<file path="config.mk">
export PLATFORM = sky130hd
export DESIGN_NAME = branch_resolve_queue
export DESIGN_NICKNAME = d
export VERILOG_FILES = /design/src/rtl/branch_resolve_queue_pkg.sv /design/src/rtl/branch_resolve_queue_sat_counter32.sv /design/src/rtl/branch_resolve_queue.sv
export SDC_FILE = /design/constraint.sdc
export NUM_CORES = 1
export LEC_CHECK = 0
export CAP_MARGIN = 0
export CORE_MARGIN = 2
export CORE_UTILIZATION = 60
export DETAILED_ROUTE_END_ITERATION = 6
export PLACE_DENSITY_LB_ADDON = 0.12
export SLEW_MARGIN = 0
export SYNTH_ARGS = -nofsm -noshare
export SYNTH_HDL_FRONTEND = slang
export SYNTH_SLANG_ARGS = --single-unit
</file>
<file path="constraint.sdc">
create_clock -name clk -period 3.3 [get_ports clk]
set_input_delay 0.825 -clock clk [delete_from_list [all_inputs] [get_ports clk]]
set_output_delay 0.825 -clock clk [all_outputs]
set_load 0.005 [all_outputs]
</file>
<file path="src/rtl/branch_resolve_queue_pkg.sv">
// Shared types and constants for the branch resolve queue.
//   BRQ_INDEX   : PHT index width carried by each queue entry
//   BRQ_DEPTH   : default number of in-flight branch entries
//   brq_entry_t : one tracked branch {valid, resolved, idx, pred, taken}
package rv32i_types;

  localparam int BRQ_INDEX = 10;
  localparam int BRQ_DEPTH = 8;

  typedef struct packed {
    logic                 valid;
    logic                 resolved;
    logic [BRQ_INDEX-1:0] idx;
    logic                 pred;
    logic                 taken;
  } brq_entry_t;

endpackage

</file>
<file path="src/rtl/branch_resolve_queue_sat_counter32.sv">
// 32-bit saturating event counter.
//   clk   : clock
//   rst   : asynchronous reset, active-low
//   inc   : count one event this cycle
//   count : current value, sticks at 32'hFFFF_FFFF
module sat_counter32 (
  input  logic        clk,
  input  logic        rst,
  input  logic        inc,
  output logic [31:0] count
);

  always_ff @(posedge clk or negedge rst) begin
    if (!rst) begin
      count <= '0;
    end else if (inc && (count != 32'hFFFF_FFFF)) begin
      count <= count + 32'd1;
    end
  end

endmodule

</file>
<file path="src/rtl/branch_resolve_queue.sv">
// In-order tracker for PHT-predicted conditional branches.
// Fetch enqueues predicted branches, execute resolves them out of order by
// slot tag, and the head retires in program order, driving the PHT update
// port. A retiring mispredict flushes every younger entry.
//
// Optional build macro BRQ_STATS_EN adds stat_retired / stat_mispred
// saturating counters.
//
// Ports:
//   clk, rst          : clock, asynchronous active-low reset
//   enq_valid/idx/pred: predicted branch from fetch
//   enq_ready         : enqueue accepted this cycle
//   enq_slot          : slot tag given to the enqueue (tail pointer)
//   res_valid/slot/taken : resolution from execute
//   pht_write/pht_writeidx/pht_taken : registered PHT update
//   mispredict        : registered one-cycle pulse on a mispredicted retire
//   empty             : no entries in flight
//   stat_retired/stat_mispred : (BRQ_STATS_EN only) event counters
module branch_resolve_queue
  import rv32i_types::*;
#(
  parameter int INDEX  = BRQ_INDEX,
  parameter int DEPTH  = BRQ_DEPTH,
  parameter int SLOT_W = $clog2(DEPTH)
) (
  input  logic              clk,
  input  logic              rst,
  input  logic              enq_valid,
  input  logic [INDEX-1:0]  enq_idx,
  input  logic              enq_pred,
  output logic              enq_ready,
  output logic [SLOT_W-1:0] enq_slot,
  input  logic              res_valid,
  input  logic [SLOT_W-1:0] res_slot,
  input  logic              res_taken,
  output logic              pht_write,
  output logic [INDEX-1:0]  pht_writeidx,
  output logic              pht_taken,
  output logic              mispredict,
  output logic              empty
`ifdef BRQ_STATS_EN
  ,
  output logic [31:0]       stat_retired,
  output logic [31:0]       stat_mispred
`endif
);

  localparam logic [SLOT_W:0] FULL_CNT = (SLOT_W+1)'(DEPTH);

  brq_entry_t        q [DEPTH];
  logic [SLOT_W-1:0] head;
  logic [SLOT_W-1:0] tail;
  logic [SLOT_W:0]   count;

  brq_entry_t head_e;
  logic       retire;
  logic       retire_mis;
  logic       enq_fire;
  logic       res_fire;

  // Retire is decided purely from registered entry state, so a resolve to
  // the head in the same cycle only makes it eligible on the next cycle.
  assign head_e     = q[head];
  assign retire     = head_e.valid & head_e.resolved;
  assign retire_mis = retire & (head_e.pred != head_e.taken);

  assign enq_ready  = (count != FULL_CNT) & ~retire_mis;
  assign enq_fire   = enq_valid & enq_ready;
  // Resolves landing during a flush are dropped along with their entries.
  assign res_fire   = res_valid & q[res_slot].valid & ~q[res_slot].resolved & ~retire_mis;

  assign enq_slot   = tail;
  assign empty      = (count == '0);

  // Entry storage
  always_ff @(posedge clk or negedge rst) begin
    if (!rst) begin
      for (int i = 0; i < DEPTH; i++) q[i] <= '0;
    end else if (retire_mis) begin
      for (int i = 0; i < DEPTH; i++) q[i] <= '0;
    end else begin
      // A resolved head never takes a resolve, and the tail only meets the
      // head when the queue is full (enqueue blocked) or empty (no retire).
      if (retire) q[head] <= '0;
      if (res_fire) begin
        q[res_slot].resolved <= 1'b1;
        q[res_slot].taken    <= res_taken;
      end
      if (enq_fire) begin
        q[tail] <= '{valid: 1'b1, resolved: 1'b0, idx: enq_idx,
                     pred: enq_pred, taken: 1'b0};
      end
    end
  end

  // Pointers and occupancy
  always_ff @(posedge clk or negedge rst) begin
    if (!rst) begin
      head  <= '0;
      tail  <= '0;
      count <= '0;
    end else if (retire_mis) begin
      head  <= head + SLOT_W'(1);
      tail  <= head + SLOT_W'(1);
      count <= '0;
    end else begin
      head  <= head + SLOT_W'(retire);
      tail  <= tail + SLOT_W'(enq_fire);
      count <= count + (SLOT_W+1)'(enq_fire) - (SLOT_W+1)'(retire);
    end
  end

  // Registered PHT update port; index/direction hold between updates
  always_ff @(posedge clk or negedge rst) begin
    if (!rst) begin
      pht_write    <= 1'b0;
      pht_writeidx <= '0;
      pht_taken    <= 1'b0;
      mispredict   <= 1'b0;
    end else begin
      pht_write  <= retire;
      mispredict <= retire_mis;
      if (retire) begin
        pht_writeidx <= head_e.idx;
        pht_taken    <= head_e.taken;
      end
    end
  end

`ifdef BRQ_STATS_EN
  sat_counter32 u_stat_retired (
    .clk   (clk),
    .rst   (rst),
    .inc   (retire),
    .count (stat_retired)
  );

  sat_counter32 u_stat_mispred (
    .clk   (clk),
    .rst   (rst),
    .inc   (retire_mis),
    .count (stat_mispred)
  );
`endif

endmodule

</file>
==> results.md <==
* Status: complete, but fails checks
* Violated checks: design-rule violations
* Critical Path Source Type: flop
* Setup crit end kind: primary output
* R2R setup slack at 0.32 ns
* Global-route wire length before repair at 31.6 mm
* Clock edge transition at the registers on the reported setup and hold paths at 0.06 ns
* Part of the total power dissipated in the clock network at 52.7%
* Number of levels in the clock H-tree at 4
* Destination of the worst register-to-register timing path: q[21]
* Final design instance area without fill at 8240 sq um
* Post-layout util at 71.9%
* RSZ-0062 raised after global routing: no
* Max-capacitance violation count at 0
* Sink Count at 135
* Via count at 5,546
* Top cell type's share of synthesized area at 47.8%
* Leading cell type in the layout, fill and taps excluded: sky130_fd_sc_hd__dfrtp_1
* Final worst clock skew at 0.00766 ns
* Layout overhead on the synthesized area at 16.7%
* Xor-xnor portion of the synthesized cell area at 1.61%
* Placement Cell Area at 7540 sq um
* Number of failing setup endpoints in the final timing report at 0
* Power density over the cells at 450 nW/um^2
* Final net count at 724
* Largest cells by area after synthesis: sky130_fd_sc_hd__dfrtp_1 (48%), sky130_fd_sc_hd__a22oi_1 (7.0%), sky130_fd_sc_hd__mux4_2 (6.7%)
* Worst vdd ir at 0.741 mV
* Count of pins on the block boundary at 37
* Mux cell area share after synthesis at 10.2%
* Clock buffer count from CTS at 17
* Async S/R FF share, synth at 100%
* Internal Dissipation at 0.00293 W
* Worst hold-check path type: input port to async pin
* Complex-gate fraction of the synthesized area at 18.5%
* DRC violation count after routing at 1
* DR iter-0 viols at 639
* EDFF count, synth at 0
* Number of core rows at 39
* Cell type with the largest total area after synthesis: sky130_fd_sc_hd__dfrtp_1
* Type of the setup path with the least slack: flop to primary output
* Number of antenna violations at the first check in global routing at 0
* Routed vias/inst at 6.53
* Worst path buffer plus inverter count at 2
* Post-synthesis sequential element count at 135
* Number of hold violations in the final report at 0
* Fillers at 842
* Post-synthesis adder-cell area fraction at 2.23%
* Max Slew Vio Count at 0
* Number of buffer cells added on primary ports at 36
* Setup TNS at 0 ns
* Clock Latency Late Sink at 0.42 ns
* Share of total power in sequential cells at 44.7%
* Clock root buffer: sky130_fd_sc_hd__clkbuf_16
* Delay of the slowest cell on the worst path at 0.51 ns
* Crit path time final at 3.02 ns
* GRT Resource Usage Total at 32.8%
* Crit path arrival time at 2.20 ns
* Number of instances in the synthesized netlist at 650
* FF/Latch Area at 3380 sq um
* Most used flip-flop cell after synthesis: sky130_fd_sc_hd__dfrtp_1
* Critical path's slowest cell: sky130_fd_sc_hd__mux4_2
* Netlist area before placement at 7060 sq um
* CTS tree: yes
* Total iterations of the first detailed-routing run at 7
* Cell variety after synth at 55
* Die Span X at 112 um
* Wire length after detailed routing at 19.9 mm
* Initial cell density of the core at 61.6%
* Average footprint of a synthesized cell at 10.9 sq um
* Final Wtd Congestion at 0.905
* Combinational cell fraction of total power at 2.6%
* Pin slew with the least headroom to its limit at 0.932 ns
* Routed length per placed instance at 23.5 um
* FF-to-FF Start: head[2]
* Antenna fix cells at 0
* Worst slew slack as a fraction of its limit at 37.6%
* Sequence of cells on the critical path: nand2b_4 > mux4_2 > nand2_4 > nand2_4 > inv_4 > nand2_4 > and2_1 > dlymetal6s2s_1
* Synthesized netlist net count at 681
* Synthesis warning total at 0
* Area of the die at 12,700 sq um
* Post-route ant nets at 0
* Fraction of layout instances using a drive strength above 1 at 21.1%
* Pin count of the biggest net entering global routing at 97
* Family of cells with the greatest summed delay on the critical path: simple AND/OR/NAND/NOR gates
* Worst path most repeated cell: sky130_fd_sc_hd__nand2_4
* Crit path required time at 2.47 ns
* Synthesized-area fraction occupied by and/or/nand/nor cells at 13.9%
* Via count of the first global-routing pass at 5,649
* HPWL after detailed placement at 12.2 mm
* Highest achievable clock rate at 0.331 GHz
* Remaining global-route overflow at 0
* Logic depth of the worst register-to-register path at 11
* Vertical die dimension at 112 um
* Main combinational cell family by area after synthesis: compound AO/OA/AOI/OAI gates
* Maximum buffer depth of the clock tree at 2
* Switching part of the total at 20.9%
* Net Switching at 0.000776 W
* Crit Path Max Fanout at 8
* Sequential element share of the synthesized area at 47.8%
* LEAKAGE at 3.74 nW
* Floorplan core area at 11,500 sq um
* Commonest cells after routing, fill and taps aside: sky130_fd_sc_hd__dfrtp_1 (132), sky130_fd_sc_hd__nor2_1 (121), sky130_fd_sc_hd__a22oi_1 (66)
* Multi-input gate area at 3300 sq um
* Post-route fraction of the period consumed by the critical path at 91.6%
## synthesized netlist by cell type (all sizes together) (8+ instances only)
cell type and count:
dfrtp 135, nor2 121, a22oi 91, nand2 50, buf 44, a21oi 21, mux2i 21, mux4 21
nand3 15, clkbuf 14, o21ai 14, xnor2 12, ha 11, a211oi 10, a31oi 10, inv 9
nand3b 8
## power by group through the flow
stage | logic (W) | clock network [W] | registers, W
floorplan | 0.0000363 | 0 | 0.00169
global placement | 0.0000961 | 0 | 0.00169
detailed placement | 0.0000984 | 0 | 0.00169
CTS | 0.0000986 | 0.00196 | 0.00166
global route | 0.000108 | 0.00203 | 0.00166
finish | 0.0000972 | 0.00195 | 0.00166
## flip-flops by register name, summed over array words and instances, names as in the netlist
| signal | flops |
|---|---|
| count | 4 |
| q | 112 |
| pht_taken | 1 |
| enq_slot | 3 |
| pht_writeidx | 10 |
| head | 3 |
| mispredict | 1 |
| pht_write | 1 |
## worst register-to-register path: cells and delay by family (launching register included)
kind                   cells  cell delay, ns
AOI/OAI and AO/OA          3            1.04
buffers and inverters      4            0.86
DFF                        1            0.53
and+or+nand+nor            4            0.48
## metal layers
layer / vias to the layer above / part of all wire [%] / global-route usage [%]
met5: - / 0 / 0
met4: 0 / 3.9 / 14.9
met3: 66 / 9.4 / 7.24
met2: 310 / 46 / 49.9
met1: 2743 / 41 / 45.8
li1: 2427 / - / -
## area by class of cell
type                            count  area share, %
Timing Repair Buffer               82           8.91
Clock buffer                       24           5.84
Sequential cell                   135           41.1
Clock inverter                      8           1.46
Multi-Input combinational cell    446           40.0
Inverter                           11          0.546
Tap cell                          143           2.17
## stage by stage
| step | std cells | setup WS (ns) | hold WS (ns) | power, W |
|---|---|---|---|---|
| global placement | 806 | 0.304 | 0.494 | 0.00178 |
| global route | 849 | 0.180 | 0.426 | 0.00380 |
| floorplan | 650 | 0.359 | 0.471 | 0.00172 |
| finish | 849 | 0.277 | 0.376 | 0.00371 |
| detailed placement | 806 | 0.222 | 0.511 | 0.00178 |
| CTS | 843 | 0.00252 | 0.400 | 0.00372 |
## logic make-up (layout without fill, tap and decap cells)
family / after synthesis / in the layout
AOI/OAI and AO/OA: 157 / 157
xor gates and xnor gates: 13 / 13
adders and majority gates: 12 / 12
buffers and inverters: 69 / 125
DFF: 135 / 135
muxes: 44 / 44
and+or+nand+nor: 220 / 220
## how the worst max path moves through the flow
stage               slack (ns)   startpoint  cells past startpoint   endpoint
finish                    0.28      head[1]                      8  enq_ready
global route              0.18      head[1]                     15   count[2]
CTS                      0.003      head[2]                      9  enq_ready
detailed placement        0.22  res_slot[1]                      7      q[26]
global placement          0.30  res_slot[1]                      7      q[26]
floorplan                 0.36      head[1]                     14   count[1]
## timing repair
action,4_1_cts,5_1_grt
hold buffers,0,0
gates resized for setup,2,3
pin swaps,0,2
gates cloned,0,0
endpoints found under the setup margin,1,1
setup buffers,5,6
Note: power is estimated with default switching activity, not from simulation.
